$ cat config.mk
export PLATFORM = sky130hd
export DESIGN_NAME = spram_responder
export DESIGN_NICKNAME = d
export VERILOG_FILES = /design/src/rtl/spram_responder.sv
export SDC_FILE = /design/constraint.sdc
export NUM_CORES = 1
export LEC_CHECK = 0
export CORE_UTILIZATION = 41
export CTS_CLUSTER_SIZE = 20
export DETAILED_ROUTE_END_ITERATION = 7
export HOLD_SLACK_MARGIN = 0.15
export PLACE_DENSITY_LB_ADDON = 0.05
export SYNTH_ARGS = -nofsm -noshare
export SYNTH_HDL_FRONTEND = slang
export SYNTH_SLANG_ARGS = --single-unit
$ cat constraint.sdc
create_clock -name clk -period 5.2 [get_ports clk]
set_clock_uncertainty 0.1 [all_clocks]
set_input_delay 1.04 -clock clk [delete_from_list [all_inputs] [get_ports clk]]
set_output_delay 1.04 -clock clk [all_outputs]
set_load 0.02 [all_outputs]
$ cat src/rtl/spram_responder.sv
// ---------------------------------------------------------------------------
// spram_responder
//
// Responder for the single-port RAM bus in front of an SB_SPRAM256KA-style
// macro (one-cycle registered read). Adds a valid/ready request handshake
// and a read-response valid strobe. After reset an optional clear engine
// writes CLEAR_VALUE to every word before any client request is accepted.
//
// Ports
//   clk        system clock
//   reset      synchronous, active-high reset
//   req_valid  client request present
//   req_ready  request accepted this cycle (equal to init_done)
//   req_addr   request word address
//   req_wen    1 = write, 0 = read
//   req_wdata  write data
//   rsp_valid  read data valid this cycle (one cycle after read accept)
//   rsp_rdata  read data; holds the last returned word while rsp_valid=0
//   init_done  clear pass complete
//   mem_addr   to SPRAM ADDRESS
//   mem_wdata  to SPRAM DATAIN
//   mem_wen    to SPRAM WREN
//   mem_rdata  from SPRAM DATAOUT
// ---------------------------------------------------------------------------
module spram_responder #(
    parameter int                ADDR_W         = 14,
    parameter int                DATA_W         = 16,
    parameter int                CLEAR_ON_RESET = 1,
    parameter logic [DATA_W-1:0] CLEAR_VALUE    = '0
) (
    input  logic              clk,
    input  logic              reset,
    input  logic              req_valid,
    output logic              req_ready,
    input  logic [ADDR_W-1:0] req_addr,
    input  logic              req_wen,
    input  logic [DATA_W-1:0] req_wdata,
    output logic              rsp_valid,
    output logic [DATA_W-1:0] rsp_rdata,
    output logic              init_done,
    output logic [ADDR_W-1:0] mem_addr,
    output logic [DATA_W-1:0] mem_wdata,
    output logic              mem_wen,
    input  logic [DATA_W-1:0] mem_rdata
);

    typedef enum logic {
        CLEAR = 1'b0,
        READY = 1'b1
    } state_t;

    localparam logic [ADDR_W-1:0] CNT_ONE = {{(ADDR_W-1){1'b0}}, 1'b1};

    // Reset landing point depends on whether the clear pass is enabled.
    localparam state_t RESET_STATE = (CLEAR_ON_RESET != 0) ? CLEAR : READY;
    localparam logic   RESET_DONE  = (CLEAR_ON_RESET == 0);

    state_t            state_reg;
    logic [ADDR_W-1:0] cnt_reg;
    logic              init_done_reg;
    logic              rsp_valid_reg;
    logic [DATA_W-1:0] hold_reg;

    logic              accept;
    logic              cnt_last;

    // The counter never wraps: on its all-ones value the FSM leaves CLEAR
    // and the counter is frozen, so there is no second clear pass.
    assign cnt_last  = &cnt_reg;

    assign req_ready = init_done_reg;
    assign accept    = req_valid & req_ready;

    // Bus mux: the clear engine owns the macro in CLEAR, otherwise the
    // client request passes straight through with no extra latency.
    always_comb begin
        mem_addr  = req_addr;
        mem_wdata = req_wdata;
        mem_wen   = accept & req_wen;
        if (state_reg == CLEAR) begin
            mem_addr  = cnt_reg;
            mem_wdata = CLEAR_VALUE;
            mem_wen   = 1'b1;
        end
    end

    // Read data is taken straight from the macro on the response cycle and
    // captured so it stays visible once rsp_valid drops.
    assign rsp_valid = rsp_valid_reg;
    assign rsp_rdata = rsp_valid_reg ? mem_rdata : hold_reg;
    assign init_done = init_done_reg;

    always_ff @(posedge clk) begin
        if (reset) begin
            state_reg     <= RESET_STATE;
            cnt_reg       <= '0;
            init_done_reg <= RESET_DONE;
            rsp_valid_reg <= 1'b0;
            hold_reg      <= '0;
        end else begin
            rsp_valid_reg <= accept & ~req_wen;
            if (rsp_valid_reg) begin
                hold_reg <= mem_rdata;
            end
            case (state_reg)
                CLEAR: begin
                    if (cnt_last) begin
                        state_reg     <= READY;
                        init_done_reg <= 1'b1;
                    end else begin
                        cnt_reg <= cnt_reg + CNT_ONE;
                    end
                end
                READY: begin
                    state_reg <= READY;
                end
                default: begin
                    state_reg <= RESET_STATE;
                end
            endcase
        end
    end

endmodule

# [After elaboration in Yosys (flattened, before gate mapping)]
# Index checks and enable logic that the tools add are counted.
[classes] addsub=1 n_mul=0 n_div=0 n_lt_le_gt_ge=0 eq_ne=0 n_shift=0 muxes=6 bitwise_logic=6 reduce_logical=3
[op_table] operator="$mux 16" n=2
[op_table] operator="$reduce_and 15->1" n=1
[op_table] operator="$add 14x1->14 const B" n=1
[op_table] operator="$mux 14" n=1
[op_table] operator="$reduce_and 14->1" n=1
[op_table] operator="$and 1x1->1" n=3
[op_table] operator="$not 1->1" n=3
[op_table] operator="$mux 1" n=2
[op_table] operator="$pmux 1 s2" n=1
[op_table] operator="$reduce_and 2->1" n=1
[word_totals] regBits=33 latchBits=0 ramBits=0 romBits=0 inputBits=50 out_inout_bits=50 elab_cells=21 n_memories=0

# [Depth between registers and ports, before layout]
# Gate-level depths: netlist of run 1.
[logic_depth] ltp_word=3 mapped_depth=6 ltp_nobuf=5

# [Worst setup path after synthesis of run 1]
# No wires, ideal clock.
[synth_path] path_kind="reg2out" from="reg rsp_valid_reg, in the netlist rsp_valid" to="out rsp_rdata[10]" t_arrival_ns=1.494 required_ns=4.060 setup_slack_ns=2.566 stages_incl_launch_ff=4 path_buffers=2 cell_sequence="dfxtp_1 clkbuf_1 buf_1 mux2_2"
[synth_between] elab_chain_cells=1
[synth_rtl] item="start: declaration" line="61" rtl="logic rsp_valid_reg;"
[synth_rtl] item="start signal: assignment" line="101" rtl="rsp_valid_reg <= accept & ~req_wen;"
[synth_rtl] item="$mux 16"
[synth_rtl] item="end: declaration" line="39" rtl="output logic [DATA_W-1:0] rsp_rdata,"
# No other way between the ends.

# [Final worst setup path of run 1]
[layout_path] from="reg state_reg" to="out mem_addr[12]"
[layout_between] elab_chain_cells=1
[layout_rtl] item="start: declaration" line="58" rtl="state_t state_reg;"
[layout_rtl] item="start signal: assignment" line="95" rtl="state_reg <= RESET_STATE;"
[layout_rtl] item="start signal: assignment" line="108" rtl="state_reg <= READY;"
[layout_rtl] item="start signal: assignment" line="115" rtl="state_reg <= READY;"
[layout_rtl] item="$mux 14" line="80" rtl="if (state_reg == CLEAR) begin"
[layout_rtl] item="end: declaration" line="41" rtl="output logic [ADDR_W-1:0] mem_addr,"
# No other way between the ends.

==> impl_metrics.toml, run 1 <==
[grt]
grt_pass1_vias = 1472
grt_max_degree = 39
track_usage_pct = 19.2
antenna_found_initial = 0
grt_pass1_wl_mm = 6.53
grt-ovfl-total = 0

[job]
cap_violations = 0

[cells_and_area]
final_nets = 323
syn2layout_area_growth_pct = 65.8
n_antenna_cell = 0
largest_reg_flops = 16
final_layout_size_suffix_gt1_share_pct = 15.8
final.fill_count = 354

[critical_path]
crit_buf_inv = 1
critPathArrivalTime_ns = 2.36
cp_top_family = "flip-flops"
max_stage_delay_ns = 1.10
path_max_fanout = 38
start_kind = "flip-flop"
crit_type = "flip-flop to primary output"
endpoint_kind = "primary output"
slowest_stage = "dfxtp_1"
cp.required_ns = 4.06
cp_cell_sequence = "mux2_2, clkdlybuf4s50_1"
r2r_setup_slack_ns = 2.89

[route]
vias_per_cell = 5.07
via_count = 1636
wl_met3_um = 247
top_layer = "met4"
wl_met2_mm = 2.13
drtAntennaViolNets = 0
met1Wirelength_mm = 1.74
finalWirelength_mm = 4.14
drc_errors = 0
wire_per_inst_um = 12.8
drt-pass1-iter-count = 4
first_iter_violations = 58

[floorplan]
dieArea_mm2 = 0.00443
die_w_um = 66.6
rows = 23
placeableCoreArea_mm2 = 0.00400
io_pins = 100
die_y_um = 66.6
initial_core_util_pct = 42.7

[synth]
synth.top_cells.by_count = "dfxtp_1 (33), mux2_2 (28), and2_1 (16), nor2b_1 (16), nand2_1 (9)"
synth_area_leaders = "dfxtp_1 (39%), mux2_2 (18%), and2_1 (5.9%)"
synth-main-ff-cell = "dfxtp_1"
synth_edf_count = 0
netlist_instances = 176
yosys.area.top_type = "dfxtp_1"
ys_types = 41
ys_ff_latch = 33
synthArstFlopShare_pct = 0
avgSynthCellArea_um2 = 9.71
synth_top_area_share_pct = 38.7
yosys_warnings = 0
syn_nets = 227
synth-seq-area-share_pct = 38.7
syn_area_mm2 = 0.00171
yosysMostFrequentCell = "dfxtp_1"

[clock_tree]
clk_path_buf_depth = 2
numCtsBuffers = 5
root_buffer = "clkbuf_8"
htree_levels = 2
cts_resized = 0
cts_setup_buffers = 0
insertion_delay_ns = 0.28
hold_buffers = 0
cts.sinks = 33
cts_tree = "yes"
clk_pin_slew_ns = 0.07

[timing]
hold_viol_final = 0
period_share_pct = 67.3
worst_slew_pin_slew_ns = 1.17
setup_viol = 0
clock.fmax_mhz = 286
fin_tns_setup_ns = 0
max-slew-margin-rel_pct = 22.2
fin_crit_ns = 3.50
rsz0062_at_grt = "false"
slew_viol_final = 0

[run_status]
status = "complete, no violations"

[hold_path]
hold_path.class = "flip-flop to flip-flop"

[placed_design]
place_congestion = 0.703
dp_hpwl_mm = 3.02
place.port_buffers = 99

[power]
leakage_uw = 0.00106
powerDensity_mw_per_mm2 = 197
power_uw = 558
ir_drop_v = 0.000149
==> cell usage in the layout (no fill, tap or decap), types with 3 or more instances in the layout <==
cell type	count
o21ai_0	5
a21oi_1	7
nor3_1	3
nor2b_1	16
clkbuf_8	6
and2_1	16
nor2_1	6
clkdlybuf4s50_1	99
dfxtp_1	33
o31ai_1	3
inv_1	3
nand3_1	5
mux2_2	28
nand2_1	9
and4b_1	3
==> metrics by stage <==
step	setup WS, ns	instances	area (um2)	hold slack, ns	util (%)
4_1_cts	1.65	323	2830	0.400	70.8
3_3_place_gp	1.77	315	2720	0.391	67.9
3_5_place_dp	1.75	315	2720	0.395	67.9
5_1_grt	1.55	323	2830	0.427	70.8
6_report	1.70	323	2830	0.397	70.8
2_1_floorplan	2.57	176	1710	0.384	-
==> where the power goes <==
part	internal [uW]	switching, uW
registers	255	2.80
clock network	156	91.5
logic	39.3	13.9
==> worst reg2reg max path, cell delays in order, from the launching register on <==
cell and delay, ns:
dfxtp_1 0.69, nand4b_1 0.38, nor4_1 0.63, and4b_1 0.32, a211oi_2 0.07
==> logic make-up (layout without fill, tap and decap cells) <==
logic type	Yosys count	after routing	share of synthesized area, %
DFF	33	33	38.7
muxes	29	29	19.0
and+or+nand+nor	73	73	27.1
buffers and inverters	14	111	3.73
adders and majority gates	1	1	0.732
xor gates and xnor gates	2	2	1.03
AOI/OAI and AO/OA	24	24	9.74
==> path summary, 6_finish.rpt <==
path,start,endpoint,cells after the start
setup / recovery,state_reg,mem_addr[12],2
hold / removal,init_done,rsp_valid,2
setup reg to reg,state_reg,cnt_reg[13],4
hold reg to reg,init_done,rsp_valid,2
==> routing by layer <==
| layer | track usage, % | vias up |
|---|---|---|
| met5 | 0 | - |
| met2 | 33.7 | 54 |
| met3 | 4.62 | 4 |
| met4 | 5.59 | 0 |
| li1 | - | 817 |
| met1 | 22.8 | 761 |
==> layout make-up <==
| class | count | area, um2 | area share (%) |
|---|---|---|---|
| clock buffer | 7 | 86.3 | 3.05 |
| clock inverter | 1 | 30.0 | 1.06 |
| inverter | 3 | 11.3 | 0.397 |
| multi-input combinational | 129 | 985 | 34.7 |
| sequential | 33 | 661 | 23.3 |
| tap | 50 | 62.6 | 2.21 |
| timing repair buffer | 100 | 998 | 35.2 |
(Power assumes the default switching activity.)
==> run 2: changes to the inputs <==
Settings changed: CORE_UTILIZATION 41 to 34.
Clock period 5.2 ns to 3 ns, I/O delays scaled along.
==> run 2 against run 1 <==
Against the previous run: cell area rose by 1.7%; sequential power rose by 73%; sequential share of layout area fell by 0.39 points; final cell count rose by 5.9%; first-iteration DRC count rose by 5.2%; sequential cell count did not move; largest power group unchanged; critical endpoint unchanged; die area rose by 20%; register-to-register slack got worse by 1.9 ns; critical path depth rose by 1; utilization fell by 11 points; via count fell by 4.0%.
==> impl_metrics.toml, run 2 (same netlist as run 1, synthesis figures left out) <==
[clock_tree]
numCtsBuffers = 5
clk_path_buf_depth = 2
cts.sinks = 33
htree_levels = 2
hold_buffers = 0
insertion_delay_ns = 0.28
root_buffer = "clkbuf_8"
cts_resized = 0
clk_pin_slew_ns = 0.06
cts_setup_buffers = 0
cts_tree = "yes"

[floorplan]
rows = 25
die_w_um = 72.9
dieArea_mm2 = 0.00531
initial_core_util_pct = 35.7
placeableCoreArea_mm2 = 0.00479
die_y_um = 72.9
io_pins = 100

[grt]
grt_pass1_vias = 1409
grt_pass1_wl_mm = 6.31
antenna_found_initial = 0
grt-ovfl-total = 0
grt_max_degree = 34
track_usage_pct = 15.2

[route]
wl_met2_mm = 1.85
wl_met3_um = 252
vias_per_cell = 4.59
finalWirelength_mm = 4.00
first_iter_violations = 61
drt-pass1-iter-count = 4
drtAntennaViolNets = 0
via_count = 1571
drc_errors = 0
top_layer = "met4"
met1Wirelength_mm = 1.87
wire_per_inst_um = 11.7

[timing]
worst_hold_slack_ns = 0.399
rsz0062_at_grt = "false"
fin_crit_ns = 2.68
setup_viol = 0
max-slew-margin-rel_pct = 49.3
hold_viol_final = 0
worst_slew_pin_slew_ns = 0.753
slew_viol_final = 0
period_share_pct = 89.5
fin_tns_setup_ns = 0
clock.fmax_mhz = 373

[cells_and_area]
final_nets = 325
syn2layout_area_growth_pct = 68.7
layout_common_cells = "clkdlybuf4s50_1 (99), dfxtp_1 (33), mux2_2 (28)"
largest_reg_flops = 16
final_common_cell = "clkdlybuf4s50_1"
final_layout_size_suffix_gt1_share_pct = 16.4
layoutNonFillerInstCount = 342
n_antenna_cell = 0

[placed_design]
place_congestion = 0.682
place.port_buffers = 99
dp_hpwl_mm = 2.97
post-place-cells = 334

[critical_path]
critPathArrivalTime_ns = 1.98
start_kind = "flip-flop"
endpoint_kind = "primary output"
cp.required_ns = 2.30
crit_type = "flip-flop to primary output"
path_max_fanout = 29

[power]
leakage_uw = 0.00107
powerDensity_mw_per_mm2 = 335
ir_drop_v = 0.000249

[run_status]
status = "complete, no violations"

[hold_path]
hold_path.class = "flip-flop to flip-flop"

[job]
cap_violations = 0
==> run 2: final timing paths <==
path             start            to  slack, ns  cells past startpoint
max          state_reg  mem_addr[12]       0.32                      3
min          init_done     rsp_valid       0.40                      2
max reg2reg  state_reg   cnt_reg[13]       1.04                      4
min reg2reg  init_done     rsp_valid       0.40                      2
==> run 2: metrics by stage <==
step                      instance area [um2]  total power, uW  setup WS [ns]  util [%]
final                                    2880              965          0.316      60.2
after floorplan                          1710              475          0.806         -
after global placement                   2770              548          0.474      57.8
after global routing                     2880             1010          0.191      60.2
after detailed placement                 2770              548          0.466      57.8
after CTS                                2880              980          0.272      60.2
==> run 2: cell type report <==
type,count,area (um2)
fill,429,1900
timing repair buffer,102,1030
multi-input combinational,129,985
sequential,33,661
clock buffer,7,86.3
tap,67,83.8
clock inverter,1,30.0
inverter,3,11.3
==> run 2: worst max-delay path, stage by stage (launching register included) <==
cell	delay (ns)
dfxtp_1	0.60
buf_12	0.22
mux2_2	0.34
clkdlybuf4s50_1	0.54
==> run 2: routing by layer <==
| layer | global-route usage [%] | vias to the layer above |
|---|---|---|
| met1 | 19.3 | 697 |
| met4 | 3.92 | 0 |
| met5 | 0 | - |
| met3 | 4.83 | 4 |
| met2 | 24.9 | 46 |
| li1 | - | 824 |
==> run 2: where the power goes <==
group / leakage, uW / internal, uW / switching [uW]
clock: 0.0000585 / 271 / 157
combinational: 0.000744 / 67.9 / 23.6
sequential: 0.000266 / 442 / 4.74
